--- src/rtl/dmp_control_unit_if.sv ---
// Control/status bundle between the DMP sequencing FSM and its SUM/N datapath.
// master = controller side, slave = datapath side.
interface dmp_control_unit_if;
    logic       start;
    logic       n_zero;
    logic       ld_n;
    logic       clr_sum;
    logic       acc_en;
    logic       dec_en;
    logic       busy;
    logic       done;
    logic       led;
    logic [7:0] iter_cnt;

    modport master (
        input  start, n_zero,
        output ld_n, clr_sum, acc_en, dec_en, busy, done, led, iter_cnt
    );

    modport slave (
        output start, n_zero,
        input  ld_n, clr_sum, acc_en, dec_en, busy, done, led, iter_cnt
    );
endinterface

--- src/rtl/dmp_control_unit.sv ---
// Sequencer that sums N + (N-1) + ... + 1 on an external datapath (Moore strobes).
// Optional macro DMP_LED_BLINK_EN: blink the LED in DONE with a half-period of BLINK_DIV cycles.
module dmp_control_unit #(
    parameter int BLINK_DIV = 4
) (
    input  logic clk,
    input  logic rst,
    dmp_control_unit_if.master ctrl
);

    typedef enum logic [2:0] {
        S_IDLE,
        S_LOAD,
        S_TEST,
        S_ACC,
        S_DEC,
        S_DONE
    } state_t;

    state_t     r_state;
    state_t     w_nextState;
    logic [7:0] r_iterCnt;
    logic       w_led;

    if (BLINK_DIV < 1 || BLINK_DIV > 255) begin : g_badBlinkDiv
        $error("BLINK_DIV must be in 1..255");
    end

    always_ff @(posedge clk or posedge rst) begin
        if (rst) begin
            r_state <= S_IDLE;
        end else begin
            r_state <= w_nextState;
        end
    end

    // Next state depends on inputs; every strobe is decoded from r_state alone.
    always_comb begin
        w_nextState  = r_state;
        ctrl.ld_n    = 1'b0;
        ctrl.clr_sum = 1'b0;
        ctrl.acc_en  = 1'b0;
        ctrl.dec_en  = 1'b0;
        ctrl.busy    = 1'b0;
        ctrl.done    = 1'b0;
        case (r_state)
            S_IDLE: begin
                if (ctrl.start) begin
                    w_nextState = S_LOAD;
                end
            end
            S_LOAD: begin
                ctrl.ld_n    = 1'b1;
                ctrl.clr_sum = 1'b1;
                ctrl.busy    = 1'b1;
                w_nextState  = S_TEST;
            end
            S_TEST: begin
                ctrl.busy   = 1'b1;
                w_nextState = ctrl.n_zero ? S_DONE : S_ACC;
            end
            S_ACC: begin
                ctrl.acc_en = 1'b1;
                ctrl.busy   = 1'b1;
                w_nextState = S_DEC;
            end
            S_DEC: begin
                ctrl.dec_en = 1'b1;
                ctrl.busy   = 1'b1;
                w_nextState = S_TEST;
            end
            S_DONE: begin
                ctrl.done = 1'b1;
                if (ctrl.start) begin
                    w_nextState = S_LOAD;
                end
            end
            default: begin
                w_nextState = S_IDLE;
            end
        endcase
    end

    // Cleared as LOAD is entered so the count already reads 0 during LOAD.
    always_ff @(posedge clk or posedge rst) begin
        if (rst) begin
            r_iterCnt <= 8'd0;
        end else if (w_nextState == S_LOAD) begin
            r_iterCnt <= 8'd0;
        end else if (r_state == S_ACC && r_iterCnt != 8'hFF) begin
            r_iterCnt <= r_iterCnt + 8'd1;
        end
    end

    assign ctrl.iter_cnt = r_iterCnt;

`ifdef DMP_LED_BLINK_EN
    localparam logic [7:0] BLINK_LAST = 8'(BLINK_DIV - 1);

    logic [7:0] r_blinkCnt;
    logic       r_ledPhase;

    // Held preset outside DONE, so every DONE entry starts lit with a fresh count.
    always_ff @(posedge clk or posedge rst) begin
        if (rst) begin
            r_blinkCnt <= 8'd0;
            r_ledPhase <= 1'b0;
        end else if (r_state != S_DONE) begin
            r_blinkCnt <= 8'd0;
            r_ledPhase <= 1'b1;
        end else if (r_blinkCnt == BLINK_LAST) begin
            r_blinkCnt <= 8'd0;
            r_ledPhase <= ~r_ledPhase;
        end else begin
            r_blinkCnt <= r_blinkCnt + 8'd1;
        end
    end

    assign w_led = (r_state == S_DONE) && r_ledPhase;
`else
    assign w_led = (r_state == S_DONE);
`endif

    assign ctrl.led = w_led;

endmodule

--- src/flat_wrapper.sv ---
// flat-port wrapper written by rule: the top's interface ports become plain ports
module dmp_control_unit_flat 
#(
    parameter int BLINK_DIV = 4
)
  (clk, rst, ctrl_start, ctrl_n_zero, ctrl_ld_n, ctrl_clr_sum, ctrl_acc_en, ctrl_dec_en, ctrl_busy, ctrl_done, ctrl_led, ctrl_iter_cnt);
  dmp_control_unit_if ctrl_i ();
  input  logic clk;
  input  logic rst;
  input wire logic [$bits(ctrl_i.start)-1:0] ctrl_start;
  input wire logic [$bits(ctrl_i.n_zero)-1:0] ctrl_n_zero;
  output wire logic [$bits(ctrl_i.ld_n)-1:0] ctrl_ld_n;
  output wire logic [$bits(ctrl_i.clr_sum)-1:0] ctrl_clr_sum;
  output wire logic [$bits(ctrl_i.acc_en)-1:0] ctrl_acc_en;
  output wire logic [$bits(ctrl_i.dec_en)-1:0] ctrl_dec_en;
  output wire logic [$bits(ctrl_i.busy)-1:0] ctrl_busy;
  output wire logic [$bits(ctrl_i.done)-1:0] ctrl_done;
  output wire logic [$bits(ctrl_i.led)-1:0] ctrl_led;
  output wire logic [$bits(ctrl_i.iter_cnt)-1:0] ctrl_iter_cnt;
  assign ctrl_i.start = ctrl_start;
  assign ctrl_i.n_zero = ctrl_n_zero;
  assign ctrl_ld_n = ctrl_i.ld_n;
  assign ctrl_clr_sum = ctrl_i.clr_sum;
  assign ctrl_acc_en = ctrl_i.acc_en;
  assign ctrl_dec_en = ctrl_i.dec_en;
  assign ctrl_busy = ctrl_i.busy;
  assign ctrl_done = ctrl_i.done;
  assign ctrl_led = ctrl_i.led;
  assign ctrl_iter_cnt = ctrl_i.iter_cnt;
  dmp_control_unit #(.BLINK_DIV(BLINK_DIV)) u_core (.clk(clk), .rst(rst), .ctrl(ctrl_i));
endmodule
--- config.mk ---
export PLATFORM = sky130hd
export DESIGN_NAME = dmp_control_unit_flat
export DESIGN_NICKNAME = d
export VERILOG_FILES = /design/src/rtl/dmp_control_unit_if.sv /design/src/rtl/dmp_control_unit.sv /design/src/flat_wrapper.sv
export SDC_FILE = /design/constraint.sdc
export NUM_CORES = 1
export LEC_CHECK = 0
export CAP_MARGIN = 30
export CORE_MARGIN = 2
export CORE_UTILIZATION = 45
export DETAILED_ROUTE_END_ITERATION = 10
export GPL_TIMING_DRIVEN = 1
export PLACE_DENSITY = 0.76
export SYNTH_ARGS = -nofsm -noshare
export SYNTH_HDL_FRONTEND = slang
export SYNTH_SLANG_ARGS = --single-unit
export TNS_END_PERCENT = 20
--- constraint.sdc ---
create_clock -name clk -period 2.3 [get_ports clk]
set_clock_uncertainty 0.15 [all_clocks]
set_input_delay 0.46 -clock clk [delete_from_list [all_inputs] [get_ports clk]]
set_output_delay 0.46 -clock clk [all_outputs]
set_load 0.03 [all_outputs]
Word level (Yosys, flattened, before mapping)
Cells that the tools add are included.
{ "op_classes": {"addsub": 1, "eq_ne": 7, "n_mux": 10, "reduce_logical": 6} }
{ "op_table": {"columns": ["cell", "n"], "rows": [
  ["2-to-1 mux 8 bit", 2],
  ["case mux 3 bit (4 select lines)", 1],
  ["adder 8 x 1 -> 8 bit (second input constant)", 1],
  ["inequality test 8 bit (second input constant)", 1],
  ["== test 3 x 1 -> 1 bit (second input constant)", 2],
  ["== test 3 x 2 -> 1 bit (second input constant)", 2],
  ["== test 3 bit (second input constant)", 2],
  ["2-to-1 mux 3 bit", 2],
  ["2-to-1 mux 1 bit", 5],
  ["OR reduction 2 bit", 2],
  ["OR reduction 4 bit", 1],
  ["logical NOT 3 bit", 1],
  ["nonzero test 2 bit", 1],
  ["logical AND 1 bit", 1]
]} }
{ "word_totals": {"regBits": 11, "in_bits": 4, "out_inout_bits": 15} }

Longest topological paths before layout
{ "depth": {"word_depth": 5, "ltp_mapped": 6, "ltp_nobuf": 5} }

Worst setup path after synthesis
Ideal clock, no wire load.
{ "synth_timing": {"kind": "reg2out", "start": "register u_core.r_state[0]", "end": "output port ctrl_ld_n", "t_arrival_ns": 1.626, "t_required_ns": 1.690, "path_slack_ns": 0.064, "stages_incl_launch_ff": 5, "path_cell_list": "dfrtp_1 -> buf_2 -> inv_1 -> nor3_1 -> buf_4"} }
{ "synth_via": {"elab_chain_cells": 2} }
{ "synth_rtl": {"columns": ["item", "line_no", "text"], "rows": [
  ["from (decl)", "dmp_control_unit.sv:20", "state_t r_state;"],
  ["from (signal assigned)", "dmp_control_unit.sv:33", "r_state <= w_nextState;"],
  ["== test 3 x 1 -> 1 bit", null, null],
  ["2-to-1 mux 1 bit", null, null],
  ["to (decl)", "flat_wrapper.sv:12", "output wire logic [$bits(ctrl_i.ld_n)-1:0] ctrl_ld_n;"]
]} }
No other way between the ends.

Final worst setup path
{ "layout_timing": {"start": "register u_core.r_state[2]", "end": "output port ctrl_led"} }
{ "layout_via": {"elab_chain_cells": 1} }
{ "layout_rtl": {"columns": ["item", "line_no", "text"], "rows": [
  ["== test 3 bit", "dmp_control_unit.sv:121", "assign w_led = (r_state == S_DONE);"],
  ["to (decl)", "flat_wrapper.sv:18", "output wire logic [$bits(ctrl_i.led)-1:0] ctrl_led;"]
]} }
No other way between the ends.

==> flow_metrics.tcl <==
set metrics [dict create \
    leakagePower_nw 0.422 \
    antenna_found_initial 0 \
    period_share 0.937 \
    hold_viol_final 0 \
    dieWidth_microns 42.6 \
    crit_path_max_fanout 7 \
    endpoint "ctrl_led" \
    cts_buffer_depth 2 \
    critPathLaunchType "flop" \
    cts_tree "done" \
    crit-reg2reg-launch "u_core.r_state[2]$_DFF_PP0_" \
    drive_above_1_share 0.111 \
    cap_viol_max_count 0 \
    crit_path_start "u_core.r_state[2]$_DFF_PP0_" \
    vias_per_cell 5.50 \
    insertion_delay_ps 260 \
    grt_max_degree 12 \
    nets 96 \
    nFillCells 116 \
    design.core.area_sq_um 1350 \
    grt_pass1_vias 531 \
    cts.sinks 11 \
    worstPathRequired_ps 1690 \
    wl_per_cell_microns 12.3 \
    status "finished, final reports clean" \
    post_cts_buffers 0 \
    crit_chain "or2b_1 -> nor2_1 -> dlygate4sd2_1" \
    place.gp.congestion 0.824 \
    critPathCaptureType "output pin" \
    ys_seq_area_frac 0.410 \
    worstMarginPinSlew_ps 418 \
    relSlewSlack 0.721 \
    hold_class "input pin to asynchronous set/reset pin" \
    antenna_cells 0 \
    root_buffer "clkbuf_4" \
    peakVddDrop_uv 721 \
    fin_crit_ps 2160 \
    drc_errors 0 \
    grt_usage 0.164 \
    initial_core_util 0.498 \
    max_stage_delay_ps 450 \
    clk_pin_slew_ps 70 \
    slew_violations 0 \
    setup_violations 0 \
    grt_first_pass_wirelength_microns 2190 \
    syn2layout_area_growth_pct 28.1 \
    avgSynthCellArea_sq_um 9.46 \
    drtIter0Drc 9 \
    num_vias 577 \
    fmax_mhz 464 \
    io_buffer_count 18 \
    dp_hpwl_microns 997 \
    htree_levels 1 \
    finalWirelength_microns 1290 \
    ys_ff_latch 11 \
    power_density_nw_per_um2 982 \
    reg2reg_slack_ps 510 \
    fp.dieH_microns 42.6 \
    drtPass1Iterations 4 \
    reg2reg_depth 4 \
    ys_warn_count 0 \
    tns_ps 0 \
    design.die.area_sq_um 1820 \
    grt_setup_unrepaired "no" \
    syn_area_sq_um 672 \
    rows 13 \
    critical_path_arrival_ps 1550 \
    numCtsBuffers 3 \
    syn_inst 71 \
    io_pins 19 \
    final_core_util 0.638 \
    reg2reg_to "u_core.ctrl.iter_cnt[5]$_DFFE_PP0P_" \
    crit_type "flop to output pin" \
    grt_overflow 0 \
    ys_types 32 \
    syn_nets 76 \
    slowest_stage "dfrtp_1" \
    ant_nets 0 \
]
## cell families (layout without fill, tap and decap cells)
kind of cell	Yosys count	count (layout)	synth area share
compound gates	14	14	0.115
fa+ha+maj	1	1	0.0186
mux	2	2	0.0298
xor+xnor	3	3	0.0391
simple gates	31	31	0.302
flops	11	11	0.410
buf+inv	9	28	0.0856
## metrics by stage
| stage | area [sq um] | total power [mW] | hold slack, ps | setup WS [ps] | cells |
|---|---|---|---|---|---|
| floorplan | 672 | 0.618 | 162 | 63.6 | 71 |
| global placement | 843 | 0.748 | 405 | 173 | 101 |
| detailed placement | 843 | 0.755 | 406 | 131 | 101 |
| CTS | 861 | 0.852 | 341 | 127 | 105 |
| global route | 861 | 0.904 | 367 | 47.6 | 105 |
| finish | 861 | 0.845 | 329 | 145 | 105 |
## final cells by class
cell class,instances,area (sq um),share of cell area
multi-input combinational,51,339,0.394
timing repair buffer,20,186,0.217
tap,15,18.8,0.0218
inverter,4,15.0,0.0174
clock buffer,4,26.3,0.0305
sequential,11,275,0.320
## report_power, final
group	internal (mW)	switching, mW	total (mW)
clock	0.0670	0.0652	0.132
sequential	0.228	0.0494	0.277
combinational	0.169	0.267	0.435
total	0.464	0.381	0.845
## metal layers
metal / part of all wire / vias to the layer above / global-route usage
li1: - / 290 / -
met1: 0.47 / 268 / 0.201
met2: 0.48 / 17 / 0.248
met3: 0.041 / 2 / 0.0517
met4: 0.011 / 0 / 0.0938
met5: 0 / - / 0
## layout by cell type (no fill, tap or decap), drive strengths merged, types with 2 or more instances in the layout
master and n:
buf 2, or2b 2, nand2 3, clkdlybuf4s50 11, xor2 2, clkbuf 4
nand3 2, dfrtp 11, nor3 4, nand4 2, and3 3, nor2 6
dlygate4sd2 7, o21ai 7, mux2i 2, inv 4, and4 3, a21oi 4
## flip-flops by register name, indices dropped and copies added, names as in the netlist
| signal | flops |
|---|---|
| u_core.ctrl.iter_cnt | 8 |
| u_core.r_state | 3 |
## worst min path at each step
stage                                        startpoint                             endpoint  slack (ps)  depth (start not counted)
floorplan                                           rst  u_core.ctrl.iter_cnt[0]$_DFFE_PP0P_         160                          1
global placement    u_core.ctrl.iter_cnt[4]$_DFFE_PP0P_  u_core.ctrl.iter_cnt[4]$_DFFE_PP0P_         410                          1
detailed placement  u_core.ctrl.iter_cnt[4]$_DFFE_PP0P_  u_core.ctrl.iter_cnt[4]$_DFFE_PP0P_         410                          1
CTS                                                 rst          u_core.r_state[1]$_DFF_PP0_         340                          2
global route                                        rst          u_core.r_state[1]$_DFF_PP0_         370                          2
finish                                              rst          u_core.r_state[1]$_DFF_PP0_         330                          2
## synthesized netlist by cell type
cell type   n  area [sq um]
dfrtp_1    11           275
o21ai_0     7          35.0
nor2_1      6          22.5
a21oi_1     4          20.0
inv_1       4          15.0
nor3_1      4          20.0
nand2_1     3          11.3
and3_1      2          12.5
and4_1      2          17.5
buf_4       2          15.0
buf_6       2          22.5
mux2i_1     2          20.0
nand3_1     2          10.0
xor2_1      2          17.5
a21o_1      1          7.51
and3_2      1          7.51
and3b_1     1          8.76
and4_2      1          10.0
buf_2       1          5.00
ha_1        1          12.5
nand2b_1    1          6.26
nand4_1     1          6.26
nand4_4     1          21.3
nor3b_2     1          12.5
nor4_1      1          6.26
o21a_1      1          7.51
o31ai_1     1          7.51
or2b_1      1          7.51
or2b_2      1          8.76
or3_1       1          6.26
or4_1       1          7.51
xnor2_1     1          8.76
## what timing repair did
| item | 4_1_cts | 5_1_grt |
|---|---|---|
| hold buffers | 0 | 0 |
| setup endpoints to repair | 7 | 0 |
| gates resized for setup | 7 | 0 |
## critical path: cells and delay by family, from the launching register on
kind | cells | cell delay, ps
flops | 1 | 450
simple gates | 2 | 420
buf+inv | 1 | 410
(Power assumes the default switching activity.)
